[src/rtl/i_deserializer_pkg.sv]
// Shared types and constants for the serial-to-parallel receiver.
package i_deserializer_pkg;

    typedef enum logic {
        WAIT_LOCK,
        RUN
    } state_e;

    localparam int unsigned WIDTH_MIN = 3;
    localparam int unsigned WIDTH_MAX = 10;
    localparam int unsigned CNT_W     = 4;

    // True when the deserialization ratio is supported.
    function automatic logic width_ok(input int unsigned width);
        return (width >= WIDTH_MIN) && (width <= WIDTH_MAX);
    endfunction

endpackage

[src/rtl/i_deserializer_if.sv]
// Serial input / parallel output bundle of the deserializer.
// master: the serial source side; slave: the deserializer itself.
interface i_deserializer_if #(
    parameter int unsigned WIDTH = 4
) ();

    logic             D;
    logic             EN;
    logic             PLL_LOCK;
    logic             BITSLIP_ADJ;
    logic [WIDTH-1:0] Q;
    logic             DATA_VALID;
    logic             BITSLIP_BUSY;

    modport master (
        output D, EN, PLL_LOCK, BITSLIP_ADJ,
        input  Q, DATA_VALID, BITSLIP_BUSY
    );

    modport slave (
        input  D, EN, PLL_LOCK, BITSLIP_ADJ,
        output Q, DATA_VALID, BITSLIP_BUSY
    );

endinterface

[src/rtl/i_deserializer_slip_ctrl.sv]
// Bit counter and bitslip bookkeeping: decides when a word completes and
// when a captured bit is swallowed to move the word boundary one bit later.
module i_deserializer_slip_ctrl
    import i_deserializer_pkg::*;
#(
    parameter int unsigned WIDTH = 4
) (
    input  logic i_clk,
    input  logic i_rst_n,
    input  logic i_run,
    input  logic i_lock,
    input  logic i_en,
    input  logic i_bitslip_adj,
    output logic o_word_done,
    output logic o_busy
);

    localparam logic [CNT_W-1:0] CntLast = CNT_W'(WIDTH - 1);

    logic             r_adj_q;
    logic             r_pending;
    logic [CNT_W-1:0] r_cnt;
    logic             w_pending_next;
    logic [CNT_W-1:0] w_cnt_next;
    logic             w_adj_rise;
    logic             w_capture;
    logic             w_drop;

    assign w_adj_rise = i_bitslip_adj & ~r_adj_q;
    assign w_capture  = i_run & i_lock & i_en;
    assign w_drop     = i_run & ~i_lock;

    // A slip-consuming edge never completes a word.
    assign o_word_done = w_capture & ~r_pending & (r_cnt == CntLast);
    assign o_busy      = r_pending;

    // Next counter / slip state; lock loss clears everything and beats a slip.
    always_comb begin
        w_pending_next = r_pending;
        w_cnt_next     = r_cnt;
        if (w_drop) begin
            w_pending_next = 1'b0;
            w_cnt_next     = '0;
        end else if (i_run) begin
            if (w_capture) begin
                if (r_pending) begin
                    w_pending_next = 1'b0;
                end else if (r_cnt == CntLast) begin
                    w_cnt_next = '0;
                end else begin
                    w_cnt_next = r_cnt + CNT_W'(1);
                end
            end
            // Requests arriving while a slip is pending are dropped, not queued.
            if (w_adj_rise && !r_pending) begin
                w_pending_next = 1'b1;
            end
        end
    end

    // Edge-detect copy, slip flag and bit counter registers.
    always_ff @(posedge i_clk) begin
        if (!i_rst_n) begin
            r_adj_q   <= 1'b0;
            r_pending <= 1'b0;
            r_cnt     <= '0;
        end else begin
            r_adj_q   <= i_bitslip_adj;
            r_pending <= w_pending_next;
            r_cnt     <= w_cnt_next;
        end
    end

endmodule

[src/rtl/i_deserializer.sv]
// Serial-to-parallel receiver, MSB first, gated on PLL lock, with bitslip.
module i_deserializer
    import i_deserializer_pkg::*;
#(
    parameter int unsigned WIDTH = 4
) (
    input  logic              CLK_IN,
    input  logic              RST,
    i_deserializer_if.slave   bus
);

    if (!width_ok(WIDTH)) begin : g_width_check
        $error("i_deserializer: WIDTH must be within 3..10");
    end

    state_e           r_state;
    state_e           w_state_next;
    logic [WIDTH-1:0] r_shift;
    logic [WIDTH-1:0] r_q;
    logic             r_valid;
    logic [WIDTH-1:0] w_shift_next;
    logic             w_run;
    logic             w_capture;
    logic             w_word_done;
    logic             w_busy;

    assign w_run        = (r_state == RUN);
    assign w_capture    = w_run & bus.PLL_LOCK & bus.EN;
    assign w_shift_next = {r_shift[WIDTH-2:0], bus.D};

    i_deserializer_slip_ctrl #(
        .WIDTH (WIDTH)
    ) u_slip_ctrl (
        .i_clk         (CLK_IN),
        .i_rst_n       (RST),
        .i_run         (w_run),
        .i_lock        (bus.PLL_LOCK),
        .i_en          (bus.EN),
        .i_bitslip_adj (bus.BITSLIP_ADJ),
        .o_word_done   (w_word_done),
        .o_busy        (w_busy)
    );

    // Lock FSM next state: enter RUN when lock is seen, leave as soon as it drops.
    always_comb begin
        w_state_next = r_state;
        case (r_state)
            WAIT_LOCK: if (bus.PLL_LOCK)  w_state_next = RUN;
            RUN:       if (!bus.PLL_LOCK) w_state_next = WAIT_LOCK;
            default:   w_state_next = WAIT_LOCK;
        endcase
    end

    // State, shift register, output word and valid strobe.
    always_ff @(posedge CLK_IN) begin
        if (!RST) begin
            r_state <= WAIT_LOCK;
            r_shift <= '0;
            r_q     <= '0;
            r_valid <= 1'b0;
        end else begin
            r_state <= w_state_next;
            if (w_capture) begin
                r_shift <= w_shift_next;
            end
            if (w_word_done) begin
                r_q <= w_shift_next;
            end
            r_valid <= w_word_done;
        end
    end

    assign bus.Q            = r_q;
    assign bus.DATA_VALID   = r_valid;
    assign bus.BITSLIP_BUSY = w_busy;

endmodule
[src/flat_wrapper.sv]
// flat-port wrapper written by rule: the top's interface ports become plain ports
module i_deserializer_flat import i_deserializer_pkg::*;
#(
    parameter int unsigned WIDTH = 4
)
  (CLK_IN, RST, bus_D, bus_EN, bus_PLL_LOCK, bus_BITSLIP_ADJ, bus_Q, bus_DATA_VALID, bus_BITSLIP_BUSY);
  i_deserializer_if #(.WIDTH(WIDTH)) bus_i ();
  input  logic CLK_IN;
  input  logic RST;
  input wire logic [$bits(bus_i.D)-1:0] bus_D;
  input wire logic [$bits(bus_i.EN)-1:0] bus_EN;
  input wire logic [$bits(bus_i.PLL_LOCK)-1:0] bus_PLL_LOCK;
  input wire logic [$bits(bus_i.BITSLIP_ADJ)-1:0] bus_BITSLIP_ADJ;
  output wire logic [$bits(bus_i.Q)-1:0] bus_Q;
  output wire logic [$bits(bus_i.DATA_VALID)-1:0] bus_DATA_VALID;
  output wire logic [$bits(bus_i.BITSLIP_BUSY)-1:0] bus_BITSLIP_BUSY;
  assign bus_i.D = bus_D;
  assign bus_i.EN = bus_EN;
  assign bus_i.PLL_LOCK = bus_PLL_LOCK;
  assign bus_i.BITSLIP_ADJ = bus_BITSLIP_ADJ;
  assign bus_Q = bus_i.Q;
  assign bus_DATA_VALID = bus_i.DATA_VALID;
  assign bus_BITSLIP_BUSY = bus_i.BITSLIP_BUSY;
  i_deserializer #(.WIDTH(WIDTH)) u_core (.CLK_IN(CLK_IN), .RST(RST), .bus(bus_i));
endmodule
[config.mk]
export PLATFORM = sky130hd
export DESIGN_NAME = i_deserializer_flat
export DESIGN_NICKNAME = d
export VERILOG_FILES = /design/src/rtl/i_deserializer_pkg.sv /design/src/rtl/i_deserializer_if.sv /design/src/rtl/i_deserializer_slip_ctrl.sv /design/src/rtl/i_deserializer.sv /design/src/flat_wrapper.sv
export SDC_FILE = /design/constraint.sdc
export NUM_CORES = 1
export LEC_CHECK = 0
export CAP_MARGIN = 20
export CORE_ASPECT_RATIO = 1.4
export CORE_MARGIN = 2
export CORE_UTILIZATION = 25
export DETAILED_ROUTE_END_ITERATION = 16
export HOLD_SLACK_MARGIN = 0.03
export PLACE_DENSITY = 0.44
export SLEW_MARGIN = 20
export SYNTH_ARGS = -nofsm -noshare
export SYNTH_HDL_FRONTEND = slang
export SYNTH_SLANG_ARGS = --single-unit
[constraint.sdc]
create_clock -name CLK_IN -period 1.4 [get_ports CLK_IN]
set_input_delay 0.14 -clock CLK_IN [delete_from_list [all_inputs] [get_ports CLK_IN]]
set_output_delay 0.14 -clock CLK_IN [all_outputs]
set_load 0.005 [all_outputs]
# Yosys cells after proc, flatten, opt, wreduce, memory -nomap -nowiden
# Index checks and enable logic that the tools add are counted.
classes:
  n_lt_le_gt_ge: 0
  muxes: 4
  n_bitwise: 10
  reduce_logical: 6
  div_mod_pow: 0
  addsub: 1
  n_shift: 0
  n_mul: 0
  n_eq_ne: 1
op_table:
  columns: ["op", "count"]
  rows:
  - ["bitwise AND 1 bit", 6]
  - ["adder 4 x 1 -> 4 bit, second input constant", 1]
  - ["== test 4 x 2 -> 1 bit, second input constant", 1]
  - ["two-way mux 4 bit", 1]
  - ["inverter 1 bit", 4]
  - ["two-way mux 1 bit", 3]
  - ["AND reduction 3 bit", 1]
  - ["AND reduction 2 bit", 1]
  - ["nonzero test 2 bit", 1]
  - ["OR reduction 2 bit", 1]
  - ["logical AND 1 bit", 1]
  - ["logical NOT 1 bit", 1]
word_totals:
  output_inout_bits: 6
  input_bits: 6
  word_cells: 29
  reg_bits: 15
  memories: 0
  latchBits: 0
  rom_bits: 0
  ram_bits: 0

# Longest topological paths before layout
# Gate-level depths: netlist of the first run.
logic_depth:
  ltp_word: 5
  ltp_mapped: 4
  ltp_nobuf: 4

# By module
# Synthesis of the first run repeated with hierarchy kept, for this count alone.
hier_totals:
  hier_cells: 60
  hier_area_um2: 615.6
modules_own_cells:
  columns: ["mod", "area_per_inst_um2", "seq_area_each_um2", "cells_per_inst", "n_inst"]
  rows:
  - ["i_deserializer", 332.8, 180.2, 29, 1]
  - ["i_deserializer_slip_ctrl", 282.8, 120.1, 31, 1]

# Least setup slack after synthesis of the first run
# OpenSTA, ideal clock, no wires.
synth_timing:
  path_type: "register to register"
  from: "reg u_core.u_slip_ctrl.r_cnt[0]"
  to: "reg u_core.r_q[0] (netlist: u_core.bus.Q[0])"
  path_slack_ns: 0.199
  arrival_ns: 1.130
  path_stages_with_launch: 5
  t_required_ns: 1.328
  setup_ns: 0.072
  synth_period_minus_slack_ns: 1.201
  n_path_buf: 0
  cell_sequence: "dfxtp_1 ha_1 inv_1 nor4_4 mux2i_1"
synth_via:
  elab_chain_len: 2
synth_lines:
  columns: ["element", "line", "text"]
  rows:
  - ["from (decl)", "i_deserializer_slip_ctrl.sv:22", "logic [CNT_W-1:0] r_cnt;"]
  - ["from (signal assigned)", "i_deserializer_slip_ctrl.sv:70", "r_cnt <= w_cnt_next;"]
  - ["== test 4 x 2 -> 1 bit", "i_deserializer_slip_ctrl.sv:34", "assign o_word_done = w_capture & ~r_pending & (r_cnt == CntLast);"]
  - ["bitwise AND 1 bit", "i_deserializer_slip_ctrl.sv:34", null]
  - ["to (signal assigned)", "i_deserializer.sv:67", "r_q <= w_shift_next;"]
  - ["to (decl)", "i_deserializer.sv:19", "logic [WIDTH-1:0] r_q;"]
# Every way passes these cells.
# A chain may end at the register's enable or synchronous reset.

# Final worst setup path of the first run
layout_timing:
  from: "reg u_core.u_slip_ctrl.r_pending (netlist: u_core.u_slip_ctrl.o_busy)"
  to: "out bus_BITSLIP_BUSY"
layout_rtl:
  columns: ["element", "line", "text"]
  rows:
  - ["from (decl)", "i_deserializer_slip_ctrl.sv:21", "logic r_pending;"]
  - ["from (signal assigned)", "i_deserializer_slip_ctrl.sv:69", "r_pending <= w_pending_next;"]
  - ["to (decl)", "flat_wrapper.sv:16", "output wire logic [$bits(bus_i.BITSLIP_BUSY)-1:0] bus_BITSLIP_BUSY;"]
# No word-level cell between the ends.

==> results of run 1 <==
-- final timing paths --
path | start | slack (ns) | endpoint
worst min-delay path | bus_D | 0.45 | u_core.bus.Q[0]
worst min register to register | u_core.bus.Q[0] | 0.46 | u_core.bus.Q[0]
worst max register to register | u_core.u_slip_ctrl.r_cnt[0] | 0.12 | u_core.u_slip_ctrl.r_cnt[2]
worst max-delay path | u_core.u_slip_ctrl.o_busy | 0.11 | bus_BITSLIP_BUSY
-- Yosys cell counts --
| library cell | n |
|---|---|
| sky130_fd_sc_hd__and4bb_2 | 1 |
| sky130_fd_sc_hd__nand2_1 | 8 |
| sky130_fd_sc_hd__xor2_1 | 1 |
| sky130_fd_sc_hd__nand3_1 | 2 |
| sky130_fd_sc_hd__nor4_4 | 1 |
| sky130_fd_sc_hd__nand4b_4 | 1 |
| sky130_fd_sc_hd__mux2i_1 | 8 |
| sky130_fd_sc_hd__clkbuf_1 | 1 |
| sky130_fd_sc_hd__or3_1 | 1 |
| sky130_fd_sc_hd__dfxtp_1 | 15 |
| sky130_fd_sc_hd__a21oi_1 | 3 |
| sky130_fd_sc_hd__inv_1 | 3 |
| sky130_fd_sc_hd__and2_1 | 3 |
| sky130_fd_sc_hd__nor2_1 | 2 |
| sky130_fd_sc_hd__nor3_1 | 1 |
| sky130_fd_sc_hd__or4_1 | 1 |
| sky130_fd_sc_hd__ha_1 | 1 |
| sky130_fd_sc_hd__nor2b_1 | 3 |
| sky130_fd_sc_hd__o21ai_0 | 3 |
-- sequential cells by signal, indices dropped and copies added (netlist names) --
name                        cells
u_core.bus.Q                    4
u_core.u_slip_ctrl.r_cnt        4
u_core.r_shift                  3
u_core.bus.DATA_VALID           1
u_core.r_state                  1
u_core.u_slip_ctrl.o_busy       1
u_core.u_slip_ctrl.r_adj_q      1
-- per-layer routing --
layer  GRT usage [%]  share of wire, %
met5               0                 0
met4            8.82               2.4
met3            2.33               4.4
met2            12.0                41
met1            14.5                52
-- cell families after synthesis --
kind of cell             Yosys count  synth area share, %
AND/OR/NAND/NOR                   24                 26.5
XOR/XNOR                           1                 1.44
multiplexers                       8                 13.2
AO/OA/AOI/OAI                      6                 4.94
buffers and inverters              4                 2.47
flip-flops                        15                 49.4
adder cells (fa/ha/maj)            1                 2.06
-- final cells by class --
cell class                 count  area [um^2]  share of cell area, %
timing repair buffer          16          148                   18.3
clock buffer                   4         26.3                   3.25
inverter                       3         11.3                   1.39
sequential                    15          302                   37.3
multi-input combinational     40          293                   36.2
tap                           23         28.8                   3.56
-- repair_timing --
action                                  in CTS  in global routing
buffers inserted                             0                  0
endpoints found under the setup margin       0                  1
resized for setup                            0                  1
-- power by group --
part | internal [mW] | switching [mW]
Clock | 0.110 | 0.135
Sequential | 0.433 | 0.00510
Combinational | 0.0317 | 0.0223
==> impl_metrics.tcl, run 1 <==
set metrics [dict create \
    holdBufCountCts 0 \
    die-area_um2 2850 \
    grt.overflow.total 0 \
    layout.cells.non_filler 101 \
    timing.critical_path.buf_inv 1 \
    critPathMaxStageDelay_ns 0.51 \
    std_cell_rows 21 \
    ys_warn_count 0 \
    start_util_pct 26.0 \
    synthesis.instances 59 \
    syn_avg_cell_area_um2 10.3 \
    final.setup.tns_ns 0 \
    timing.reg2reg.worst_path_depth 4 \
    cts_num_sinks 15 \
    area.growth.synth_to_final_pct 32.9 \
    timing.critical_path.slowest_stage_cell "sky130_fd_sc_hd__clkdlybuf4s50_1" \
    pre_cts_slack_ns -0.0565 \
    hpwlAfterDp_um 853 \
    cts.clk_slew.worst_paths_ns 0.09 \
    cts_buffers 3 \
    final.min_clock_period_ns 1.29 \
    sequential_cell_area_fraction_in_the_yosys_report_pct 49.4 \
    required_ns 1.26 \
    outcome "finished, final reports clean" \
    routed_via_density 4.45 \
    port_buffers 11 \
    hold_path_stages 3 \
    wl_per_cell_um 11.4 \
    holdWs_ns 0.454 \
    clock_tree.buffer_depth 2 \
    netlist.top_cell.by_area "sky130_fd_sc_hd__dfxtp_1" \
    tightest_slew_margin_relative_to_the_limit_pct 83.2 \
    floorplan.core_area_um2 2340 \
    leakagePower_nw 0.310 \
    syn-num-nets 66 \
    placed_cells 97 \
    synth_top_cell_area_share_pct 49.4 \
    hold_viol 0 \
    drt_iter0_drc 0 \
    final_nets 86 \
    gpl.final_weighted_congestion 0.637 \
    ys_seq_elements 15 \
    dieWidth_um 45.7 \
    max_cap_violations 0 \
    rsz0062_at_grt "false" \
    most-common-layout-cells "14 x sky130_fd_sc_hd__dfxtp_1, 11 x sky130_fd_sc_hd__clkdlybuf4s50_1, 8 x sky130_fd_sc_hd__mux2i_1, 8 x sky130_fd_sc_hd__nand2_1, 5 x sky130_fd_sc_hd__buf_4" \
    yosysUniqueCellTypes 19 \
    power.density_cell_area_nw_per_um2 912 \
    worst_pin_slew_ns 0.251 \
    total_power_mw 0.737 \
    endpoint_kind "output port" \
    crit_path_cell_trace "clkdlybuf4s50_1" \
    wire_length_of_the_first_global_routing_pass_um 2060 \
    ctsHtreeMaxLevel 1 \
    finalCritPeriodShare_pct 92.2 \
    drive_gt1_share_pct 15.4 \
    setup_viol 0 \
    max_freq_mhz 775 \
    design_area_um2 808 \
    crit_path_start_kind "register" \
    critical_path_arrival_ns 1.15 \
    tritoncts "done" \
    clockRootBuffer "sky130_fd_sc_hd__clkbuf_4" \
    gr-usage-all-layers_pct 10.1 \
    wirelength_um 1150 \
    first_global_vias 415 \
    post_synth_main_area_contributors "sky130_fd_sc_hd__dfxtp_1 49%, sky130_fd_sc_hd__mux2i_1 13%, sky130_fd_sc_hd__nand2_1 4.9%" \
    die_y_um 62.4 \
    fin_worst_skew_ns 0.000928 \
    crit_path_setup_slack_layout_ns 0.109 \
    report.final.slew_viol_count 0 \
    post_dp_cell_area_um2 781 \
    number_of_fill_cells_in_the_layout 235 \
    remaining_design_rule_violation_count 0 \
    worst_skew_late_latency_ns 0.28 \
    mostFrequentLayoutCell "sky130_fd_sc_hd__dfxtp_1" \
    dr.pass1.iters 1 \
    timing.critical_path.max_delay_family "buffers and inverters" \
    worstSetupPathDepth 1 \
    vdd_drop_max_mv 0.419 \
    critPathKind "register to output port" \
    grt_start_max_net_pins 15 \
    antenna_left 0 \
    antenna_found_initial 0 \
    worst_min_delay_path_category "primary input to register" \
    num_antenna_cells 0 \
    post_synthesis_instance_area_um2 608 \
    layout_utilization_pct 34.6 \
    path_max_fanout 4 \
    design.portCount 12 \
    via_count 449 \
]
Power figures use the tool's default switching activity.
==> inputs of run 2 (changes only) <==
--- a/config.mk
+++ b/config.mk
@@ -12,7 +12,6 @@
 export DETAILED_ROUTE_END_ITERATION = 16
 export HOLD_SLACK_MARGIN = 0.03
 export PLACE_DENSITY = 0.44
-export SLEW_MARGIN = 20
 export SYNTH_ARGS = -nofsm -noshare
 export SYNTH_HDL_FRONTEND = slang
 export SYNTH_SLANG_ARGS = --single-unit
==> results of run 2 <==
No change in the layout: final DEF, timing and power equal those of run 1.
